## src/rtl/reg32_write_arbiter.sv

```systemverilog
// Round-robin write arbiter for a shared 32-bit register.
// Four writers compete for the register. The winner gets a burst of up to
// MAX_HOLD consecutive writes. The rotation pointer then moves past it so the
// other writers get a fair turn. All outputs come straight from flops.
module reg32_write_arbiter #(
  parameter int          MAX_HOLD    = 4,
  parameter logic [31:0] RESET_VALUE = 32'h00000000
) (
  input  logic        clk,
  input  logic        reset,
  input  logic [3:0]  req,
  input  logic [31:0] d0,
  input  logic [31:0] d1,
  input  logic [31:0] d2,
  input  logic [31:0] d3,
  output logic [3:0]  gnt,
  output logic [31:0] q,
  output logic        upd,
  output logic [1:0]  owner
);

  typedef enum logic {
    IDLE,
    GRANT
  } stateT;

  localparam logic [3:0] HOLD_LIMIT = 4'(MAX_HOLD);

  stateT       r_state;
  logic [1:0]  r_ptr;
  logic [3:0]  r_cnt;
  logic [1:0]  r_sel;
  logic [3:0]  r_gnt;
  logic [31:0] r_q;
  logic        r_upd;
  logic [1:0]  r_owner;

  stateT       w_nextState;
  logic [1:0]  w_nextPtr;
  logic [3:0]  w_nextCnt;
  logic [1:0]  w_nextSel;
  logic [3:0]  w_nextGnt;
  logic [31:0] w_nextQ;
  logic        w_nextUpd;
  logic [1:0]  w_nextOwner;

  logic [1:0]  w_pick;
  logic [1:0]  w_probe;
  logic [31:0] w_selData;
  logic [3:0]  w_cntInc;

  // Pick the first requester at or after the pointer. The scan runs from the
  // farthest offset to the nearest, so the nearest hit is the last one written.
  always_comb begin
    w_pick  = r_ptr;
    w_probe = r_ptr;
    for (int k = 3; k >= 0; k--) begin
      w_probe = r_ptr + 2'(k);
      if (req[w_probe]) begin
        w_pick = w_probe;
      end
    end
  end

  // Route the data of the writer that currently holds the grant.
  always_comb begin
    case (r_sel)
      2'd0:    w_selData = d0;
      2'd1:    w_selData = d1;
      2'd2:    w_selData = d2;
      default: w_selData = d3;
    endcase
  end

  assign w_cntInc = r_cnt + 4'd1;

  // Next-state and next-output logic. The grant is issued one edge before the
  // first write. Both kinds of release (burst cap or dropped request) advance
  // the pointer past the released writer.
  always_comb begin
    w_nextState = r_state;
    w_nextPtr   = r_ptr;
    w_nextCnt   = r_cnt;
    w_nextSel   = r_sel;
    w_nextGnt   = r_gnt;
    w_nextQ     = r_q;
    w_nextUpd   = 1'b0;
    w_nextOwner = r_owner;
    case (r_state)
      IDLE: begin
        w_nextGnt = 4'b0000;
        if (req != 4'b0000) begin
          w_nextSel   = w_pick;
          w_nextGnt   = 4'b0001 << w_pick;
          w_nextCnt   = 4'd0;
          w_nextState = GRANT;
        end
      end
      GRANT: begin
        if (req[r_sel]) begin
          w_nextQ     = w_selData;
          w_nextUpd   = 1'b1;
          w_nextOwner = r_sel;
          w_nextCnt   = w_cntInc;
          if (w_cntInc == HOLD_LIMIT) begin
            w_nextGnt   = 4'b0000;
            w_nextPtr   = r_sel + 2'd1;
            w_nextState = IDLE;
          end
        end else begin
          w_nextGnt   = 4'b0000;
          w_nextPtr   = r_sel + 2'd1;
          w_nextState = IDLE;
        end
      end
      default: begin
        w_nextGnt   = 4'b0000;
        w_nextState = IDLE;
      end
    endcase
  end

  // State and output registers. Reset takes effect at once, so an active burst
  // is abandoned without a partial write.
  always_ff @(posedge clk or posedge reset) begin
    if (reset) begin
      r_state <= IDLE;
      r_ptr   <= 2'd0;
      r_cnt   <= 4'd0;
      r_sel   <= 2'd0;
      r_gnt   <= 4'b0000;
      r_q     <= RESET_VALUE;
      r_upd   <= 1'b0;
      r_owner <= 2'd0;
    end else begin
      r_state <= w_nextState;
      r_ptr   <= w_nextPtr;
      r_cnt   <= w_nextCnt;
      r_sel   <= w_nextSel;
      r_gnt   <= w_nextGnt;
      r_q     <= w_nextQ;
      r_upd   <= w_nextUpd;
      r_owner <= w_nextOwner;
    end
  end

  assign gnt   = r_gnt;
  assign q     = r_q;
  assign upd   = r_upd;
  assign owner = r_owner;

endmodule

```

## config.mk

```make
export PLATFORM = sky130hd
export DESIGN_NAME = reg32_write_arbiter
export DESIGN_NICKNAME = d
export VERILOG_FILES = /design/src/rtl/reg32_write_arbiter.sv
export SDC_FILE = /design/constraint.sdc
export NUM_CORES = 1
export LEC_CHECK = 0
export BUFFER_PORTS_ARGS = -buffer_cell sky130_fd_sc_hd__buf_2
export CORE_MARGIN = 5
export CORE_UTILIZATION = 43
export DETAILED_ROUTE_END_ITERATION = 16
export PLACE_DENSITY = 0.81
export SLEW_MARGIN = 20
export SYNTH_ARGS = -nofsm -noshare
export SYNTH_HDL_FRONTEND = slang
export SYNTH_SLANG_ARGS = --single-unit
```

## constraint.sdc

```tcl
create_clock -name clk -period 2.36 [get_ports clk]
set_input_delay 0.236 -clock clk [delete_from_list [all_inputs] [get_ports clk]]
set_output_delay 0.236 -clock clk [all_outputs]
set_load 0.05 [all_outputs]
```

After elaboration in Yosys (flattened, before gate mapping)
Index checks and enable logic that the tools add are counted.
{ "totals": {"regBits": 48, "input_bits": 134, "output_inout_bits": 39, "wordCells": 63} }
{ "op_classes": {"addsub": 5, "n_lt_le_gt_ge": 5, "eq_ne": 7, "n_shift": 1, "muxes": 30, "bitwise_logic": 1, "n_reduce_logical": 6} }
{ "ops": {"columns": ["operator", "count"], "rows": [
  ["$pmux W32 S3", 1],
  ["$mux W4", 5],
  ["$pmux W4 S2", 2],
  ["$lt A2 B3 Y1 const B", 5],
  ["$mux W2", 6],
  ["$bmux W1 S2", 5],
  ["$mux W1", 10],
  ["$reduce_and A2 Y1", 4],
  ["$add A2 B1 Y2 const B", 2],
  ["$add A2 B2 Y2 const B", 2],
  ["$add A4 B1 Y4 const B", 1],
  ["$eq A4 B3 Y1 const B", 1],
  ["$ne A2 B1 Y1 const B", 2],
  ["$reduce_bool A4 Y1", 1],
  ["$shl A1 B2 Y4 const A", 1],
  ["$ne A3 B2 Y1 const B", 1],
  ["$eq A2 B1 Y1 const B", 1],
  ["$eq A2 B2 Y1 const B", 1],
  ["$logic_not A2 Y1", 1],
  ["$ne A2 B2 Y1 const B", 1],
  ["$pmux W1 S2", 1],
  ["$not A1 Y1", 1]
]} }

Longest topological paths before layout
Gate-level depths: netlist (run 1).
{ "logic_depth": {"word_depth": 10, "ltp_mapped": 7, "depth_no_buf": 6} }

Worst setup path after synthesis (run 1)
OpenSTA, ideal clock, no wires.
{ "synth_timing": {"path_type": "register -> register", "start": "reg r_cnt[0]", "end": "reg r_ptr[0]", "setup_time_ns": 0.125, "arrival_ns": 1.641, "t_required_ns": 2.235, "path_slack_ns": 0.595, "path_stages_with_launch": 5, "path_buffers": 0, "period_less_slack_ns": 1.765, "cell_sequence": "dfrtp_1 > ha_1 > or3b_1 > o221ai_2 > mux2_2"} }
{ "synth_between": {"elab_chain_cells": 4} }
{ "synth_lines": {"columns": ["element", "line_no", "rtl"], "rows": [
  ["start, declared", "31", "logic [3:0] r_cnt;"],
  ["start signal, assigned", "138", "r_cnt <= w_nextCnt;"],
  ["$add A4 B1 Y4", "75", "assign w_cntInc = r_cnt + 4'd1;"],
  ["$eq A4 B3 Y1", "105", "if (w_cntInc == HOLD_LIMIT) begin"],
  ["$ne A2 B1 Y1 (no source line)", null, null],
  ["$reduce_and A2 Y1 (no source line)", null, null],
  ["end signal, assigned", "137", "r_ptr <= w_nextPtr;"],
  ["end, declared", "30", "logic [1:0] r_ptr;"]
]} }
No other way between the ends.
A chain may end at the register's enable or synchronous reset.

Worst setup path after layout (run 1)
{ "layout_timing": {"start": "reg r_sel[0]", "end": "reg r_q[18] (netlist: q[18])"} }
{ "layout_between": {"elab_chain_cells": 3, "word_cells_on_any_way": 7, "classes_between": "eq/ne: 2; mux: 3; reduce/logical: 2"} }
{ "layout_lines": {"columns": ["element", "line_no", "rtl"], "rows": [
  ["start, declared", "32", "logic [1:0] r_sel;"],
  ["start signal, assigned", "139", "r_sel <= w_nextSel;"],
  ["$bmux W1 S2", "100", "if (req[r_sel]) begin"],
  ["$mux W1 (implied by the code)", "100", null],
  ["$reduce_and A2 Y1 (no source line)", null, null],
  ["end signal, assigned", "141", "r_q <= w_nextQ;"],
  ["end, declared", "34", "logic [31:0] r_q;"]
]} }
Parallel ways exist; a longest one is shown, timed or not. The select of a mux whose other input is x is not followed.

==> reports/qor.csv, run 1 <==
metric,value,unit
final_cell_mix,"buf_2 (172), dfrtp_1 (48), nand2_1 (39), o21ai_0 (39), a21oi_1 (35)",
grt_usage,21.3,%
hold_violations,0,
core,6310,um2
initial_utilization,43.7,%
synth_top_area_cell,dfrtp_1,
drive_above_1_share,42.3,%
n_antenna_cell,0,
critPathArrivalTime,2240,ps
hold_path_class,in2reg,
rsz0062_at_grt,false,
grt_pass1_vias,3013,
clock_latency,290,ps
grt_start_max_net_pins,40,
antenna_left,0,
antenna_found_initial,0,
ir_drop,0.000873,V
r2r_cells,7,
yosys_register_bits,48,
wire_per_inst,16.7,um
num_vias,3130,
endpoint,q[18]$_DFFE_PP0P_,
setup.worst_path.class,reg2reg,
cts_htree_levels,2,
routed_wl,9200,um
synth_edf_count,0,
timing.rr.start,r_sel[0]$_DFFE_PP0P_,
synth_area_leaders,"dfrtp_1 (44%), a222oi_1 (12%), o21ai_0 (7.1%), a21oi_1 (6.3%), nand2_1 (5.3%)",
max-slew-margin-rel,49.2,%
yosysUniqueCellTypes,41,
tns,0,ps
drv_slew,0,
cp_max_fo,18,
area_delta_synth_final,36.5,%
layout_min_cycle_time,2010,ps
fmax,497,MHz
seq_area_frac_synth,43.5,%
clockBufferDepth,2,
rrSetupSlack,350,ps
grt_pass1_wl,14400,um
root_buffer,clkbuf_8,
cts_resized,0,
dr.pass1.iters,9,
worstMarginPinSlew,756,ps
outcome,"finished, final reports clean",
die_area,8120,um2
reg2reg_to,q[18]$_DFFE_PP0P_,
vias_per_cell,5.69,
critPathLaunch,r_sel[0]$_DFFE_PP0P_,
clkSinkCount,48,
std_cell_rows,29,
post-dp-hpwl,7020,um
die_w,90.1,um
synth_ff_type,dfrtp_1,
synth_top_area_share,43.5,%
yosys_warnings,0,
syn_area,2760,um2
cts_tree,built,
syn_area_per_cell,8.99,um2
totalPowerFinal,0.00556,W
portBuffers,172,
drv_cap,0,
critPathRequiredTime,2580,ps
final_nets,612,
mostFrequentLayoutCell,buf_2,
syn_nets,447,
die_h,90.1,um
grt_overflow,0,
drcViolationCount,0,
fin_crit_sh,85.3,%
syn_inst,307,
end_kind,flop,
startpoint_type,flop,
setup_violations,0,
path_clk_slew,80,ps
async_flop_share,100,%
routabilityCongestion,0.877,
fin_skew,4.71,ps
drt_iter0_markers,310,
power.density,1480,nW/um2
io_pins,173,
design_area,3770,um2
cts-buffers-inserted,5,
p_leak,1.94,nW
post_dp_cell_area,3670,um2
==> synth_stat cells (2+ instances only) <==
library cell,n
buf_4,4
nor3_1,2
clkbuf_2,2
ha_1,6
nand2_1,39
inv_1,8
clkbuf_1,17
mux2_2,3
dfrtp_1,48
a2bb2o_4,2
nor2_1,34
a222oi_1,32
nand2b_1,2
nor2b_1,5
o21ai_0,39
a21oi_1,35
a21o_1,2
nand3_1,4
==> how the worst min path moves through the flow <==
| stage | startpoint | to | depth (start not counted) | slack (ps) |
|---|---|---|---|---|
| 6_report | d3[24] | q[24]$_DFFE_PP0P_ | 3 | 220 |
| 3_3_place_gp | reset | r_cnt[2]$_DFFE_PP0P_ | 2 | 150 |
| 5_1_grt | d3[14] | q[14]$_DFFE_PP0P_ | 3 | 230 |
| 3_5_place_dp | reset | r_cnt[2]$_DFFE_PP0P_ | 2 | 160 |
| 4_1_cts | d3[24] | q[24]$_DFFE_PP0P_ | 3 | 220 |
| 2_1_floorplan | d3[22] | q[22]$_DFFE_PP0P_ | 2 | 430 |
==> worst max-delay path, cell delays in order (launching register included) <==
cell      delay [ps]
dfrtp_1          420
inv_1            140
ha_1             590
buf_4            360
a222oi_1         100
nor2_1           110
a21oi_1           60
o21ai_0          150
==> registers in the layout (all words and copies together), names as in the netlist <==
signal	count
r_ptr	2
r_cnt	4
upd	1
q	32
r_sel	2
owner	2
gnt	4
r_state	1
==> metal layers <==
metal  track usage, %  up-vias  wire, um
met5                0        -         0
met2             38.3      156      4760
met4             6.95        0       165
li1                 -     1485         -
met1             25.1     1474      3480
met3             4.59       15       795
==> cell type report <==
cell class,count,area [um2]
Clock buffer,8,90.1
Sequential cell,48,1200
Timing Repair Buffer,182,938
Inverter,9,38.8
Multi-Input combinational cell,226,1400
Tap cell,77,96.3
Fill cell,578,2540
==> timing repair <==
item | 4_1_cts | 5_1_grt
hold endpoints to repair | 7 | 0
hold buffers | 1 | 0
setup buffers | 0 | 0
==> through the flow <==
step           cells  hold slack [ps]  setup WS [ps]  utilization, %
6_report         550              221            347            59.7
5_1_grt          550              235            155            59.7
4_1_cts          550              216            345            59.7
3_5_place_dp     541              155            340            58.1
3_3_place_gp     541              150            475            58.1
2_1_floorplan    307              428            595               -
==> cell families (layout without fill, tap and decap cells) <==
group / count (synthesis) / count (layout) / synth area share, %
AOI/OAI and AO/OA: 123 / 123 / 31.6
adders and majority gates: 6 / 6 / 2.72
buffers and inverters: 33 / 199 / 5.71
DFF: 48 / 48 / 43.5
muxes: 5 / 5 / 2.40
and+or+nand+nor: 92 / 92 / 14.1
==> power by group <==
part	internal, W	switching [W]
sequential	0.00119	0.000248
clock	0.000239	0.000256
combinational	0.00112	0.00251
No activity file was read; power rests on OpenSTA's default activity.
==> run 2: changes to the inputs <==
--- a/config.mk
+++ b/config.mk
@@ -7,9 +7,10 @@
 export LEC_CHECK = 0
 export BUFFER_PORTS_ARGS = -buffer_cell sky130_fd_sc_hd__buf_2
 export CORE_MARGIN = 5
-export CORE_UTILIZATION = 43
+export CORE_UTILIZATION = 44
+export CTS_BUF_LIST = sky130_fd_sc_hd__clkbuf_4 sky130_fd_sc_hd__clkbuf_8
 export DETAILED_ROUTE_END_ITERATION = 16
-export PLACE_DENSITY = 0.81
+export PLACE_DENSITY = 0.82
 export SLEW_MARGIN = 20
 export SYNTH_ARGS = -nofsm -noshare
 export SYNTH_HDL_FRONTEND = slang
==> reports/qor.csv, run 2 (same netlist as run 1, synthesis figures left out) <==
metric,value,unit,change
clockBufferDepth,2,,unchanged
power.density,1500,nW/um2,+2.0%
drcViolationCount,0,,unchanged
io_pins,173,,unchanged
clock_latency,300,ps,about the same
wire_per_inst,16.8,um,+0.68%
cts-buffers-inserted,5,,unchanged
die_area,7960,um2,-2.0%
whs,214,ps,-7.05 ps
startpoint_type,flop,,
rsz0062_at_grt,false,,
grt_pass1_wl,13800,um,-3.6%
placedCellCount,539,,-0.37%
portBuffers,172,,unchanged
grt_start_max_net_pins,41,,+2.5%
setup.worst_path.class,reg2reg,,
tns,0,ps,unchanged
mostFrequentLayoutCell,buf_2,,
end_kind,flop,,
fin_crit_sh,83.4,%,-2.0 points
p_leak,1.97,nW,+1.4%
post_dp_cell_area,3690,um2,+0.61%
final_cell_mix,"buf_2 (172), dfrtp_1 (48), nand2_1 (39), o21ai_0 (39), a21oi_1 (35)",,
ir_drop,0.000771,V,-12%
dr.pass1.iters,6,,-3
routed_wl,9230,um,+0.32%
die_h,89.2,um,-1.0%
grt_usage,22.5,%,+1.1 points
core,6030,um2,-4.6%
layout_min_cycle_time,1970,ps,-46.1 ps
n_antenna_cell,0,,unchanged
hp-start,d3[8],,
final_cells,548,,-0.36%
cts_tree,built,,
r2r_cells,7,,unchanged
root_buffer,clkbuf_8,,
whs_endpoint,q[8]$_DFFE_PP0P_,,
drive_above_1_share,42.7,%,+0.42 points
initial_utilization,45.8,%,+2.1 points
design_area,3830,um2,+1.6%
cts_htree_levels,2,,unchanged
grt_overflow,0,,unchanged
postCtsSetupBuffers,0,,unchanged
vias_per_cell,5.57,,-2.0%
timing.rr.start,r_sel[1]$_DFFE_PP0P_,,
critPathRequiredTime,2540,ps,-40 ps
max-slew-margin-rel,48.8,%,-0.37 points
antenna_found_initial,0,,unchanged
area_delta_synth_final,38.7,%,
final-seq-area,1200,um2,unchanged
routabilityCongestion,0.838,,-4.4%
grt_pass1_vias,2951,,-2.1%
std_cell_rows,28,,-3.4%
worstMarginPinSlew,761,ps,+5.46 ps
largest_register_ffs,32,,unchanged
hold_violations,0,,unchanged
post-dp-hpwl,7300,um,+4.0%
fin_skew,9.51,ps,+4.79 ps
drv_cap,0,,unchanged
hold_path_class,in2reg,,
reg2reg_to,q[7]$_DFFE_PP0P_,,
clkSinkCount,48,,unchanged
drv_slew,0,,unchanged
die_w,89.2,um,-1.0%
num_vias,3055,,-2.4%
final.fill_count,534,,-7.6%
drt_iter0_markers,299,,-3.5%
final_nets,612,,unchanged
antenna_left,0,,unchanged
critPathArrivalTime,2140,ps,-100 ps
fmax,508,MHz,+2.3%
rrSetupSlack,390,ps,+50 ps
multi_input_area,1400,um2,unchanged
cp_max_fo,25,,+7
holdPathStages,3,,unchanged
outcome,"finished, final reports clean",,
path_clk_slew,90,ps,about the same
setup_violations,0,,unchanged
## run 2: cell types whose count changed in the layout (fill, tap and decap cells not counted), sizes merged
| cell | change |
|---|---|
| bufinv | +1 |
| clkbuf | -1 |
## run 2: worst max path at each step
stage	slack, ps	end	cells after the start	start
after floorplan	590	r_ptr[0]$_DFFE_PP0P_	4	r_cnt[0]$_DFFE_PP0P_
after global placement	480	q[0]$_DFFE_PP0P_	7	r_sel[1]$_DFFE_PP0P_
after detailed placement	410	q[7]$_DFFE_PP0P_	7	r_sel[0]$_DFFE_PP0P_
after CTS	410	q[7]$_DFFE_PP0P_	7	r_sel[1]$_DFFE_PP0P_
after global routing	250	q[0]$_DFFE_PP0P_	7	r_sel[1]$_DFFE_PP0P_
final	390	q[7]$_DFFE_PP0P_	7	r_sel[1]$_DFFE_PP0P_
## run 2: worst max-delay path, stage by stage (launching register included)
cell and delay (ps):
dfrtp_1 460, inv_1 130, ha_1 310, buf_4 270, a222oi_1 340, nor2_1 70
a21oi_1 150, o21ai_0 100
## run 2: power breakdown
| group | total, W | internal [W] | switching, W | leakage (nW) |
|---|---|---|---|---|
| clock network | 0.000644 | 0.000374 | 0.000270 | 0.0645 |
| registers | 0.00143 | 0.00119 | 0.000243 | 0.610 |
| logic | 0.00368 | 0.00118 | 0.00250 | 1.29 |
## run 2: layout make-up
cell class,count,share of cell area [%]
clock buffer,7,2.52
clock inverter,1,0.785
inverter,9,1.01
multi-input combinational,226,36.7
sequential,48,31.4
tap,75,2.45
timing repair buffer,182,25.2
## run 2: metrics by stage
| stage | setup WS [ps] | total power (W) | util [%] |
|---|---|---|---|
| 6_report | 393 | 0.00576 | 63.5 |
| 3_3_place_gp | 483 | 0.00503 | 61.3 |
| 3_5_place_dp | 413 | 0.00513 | 61.3 |
| 5_1_grt | 252 | 0.00619 | 63.5 |
| 4_1_cts | 405 | 0.00579 | 63.5 |
| 2_1_floorplan | 595 | 0.00424 | - |
## run 2: timing repair
item                                   4_1_cts  5_1_grt
hold buffers                                 1        0
endpoints found under the hold margin       19        0
gates resized for setup                      0        0
## run 2: per-layer routing
layer,up-vias,global-route usage [%],part of all wire (%)
met5,-,0,0
met1,1369,28.3,39
met3,26,5.62,9.9
li1,1483,-,-
met4,0,7.31,2.3
met2,177,37.8,48
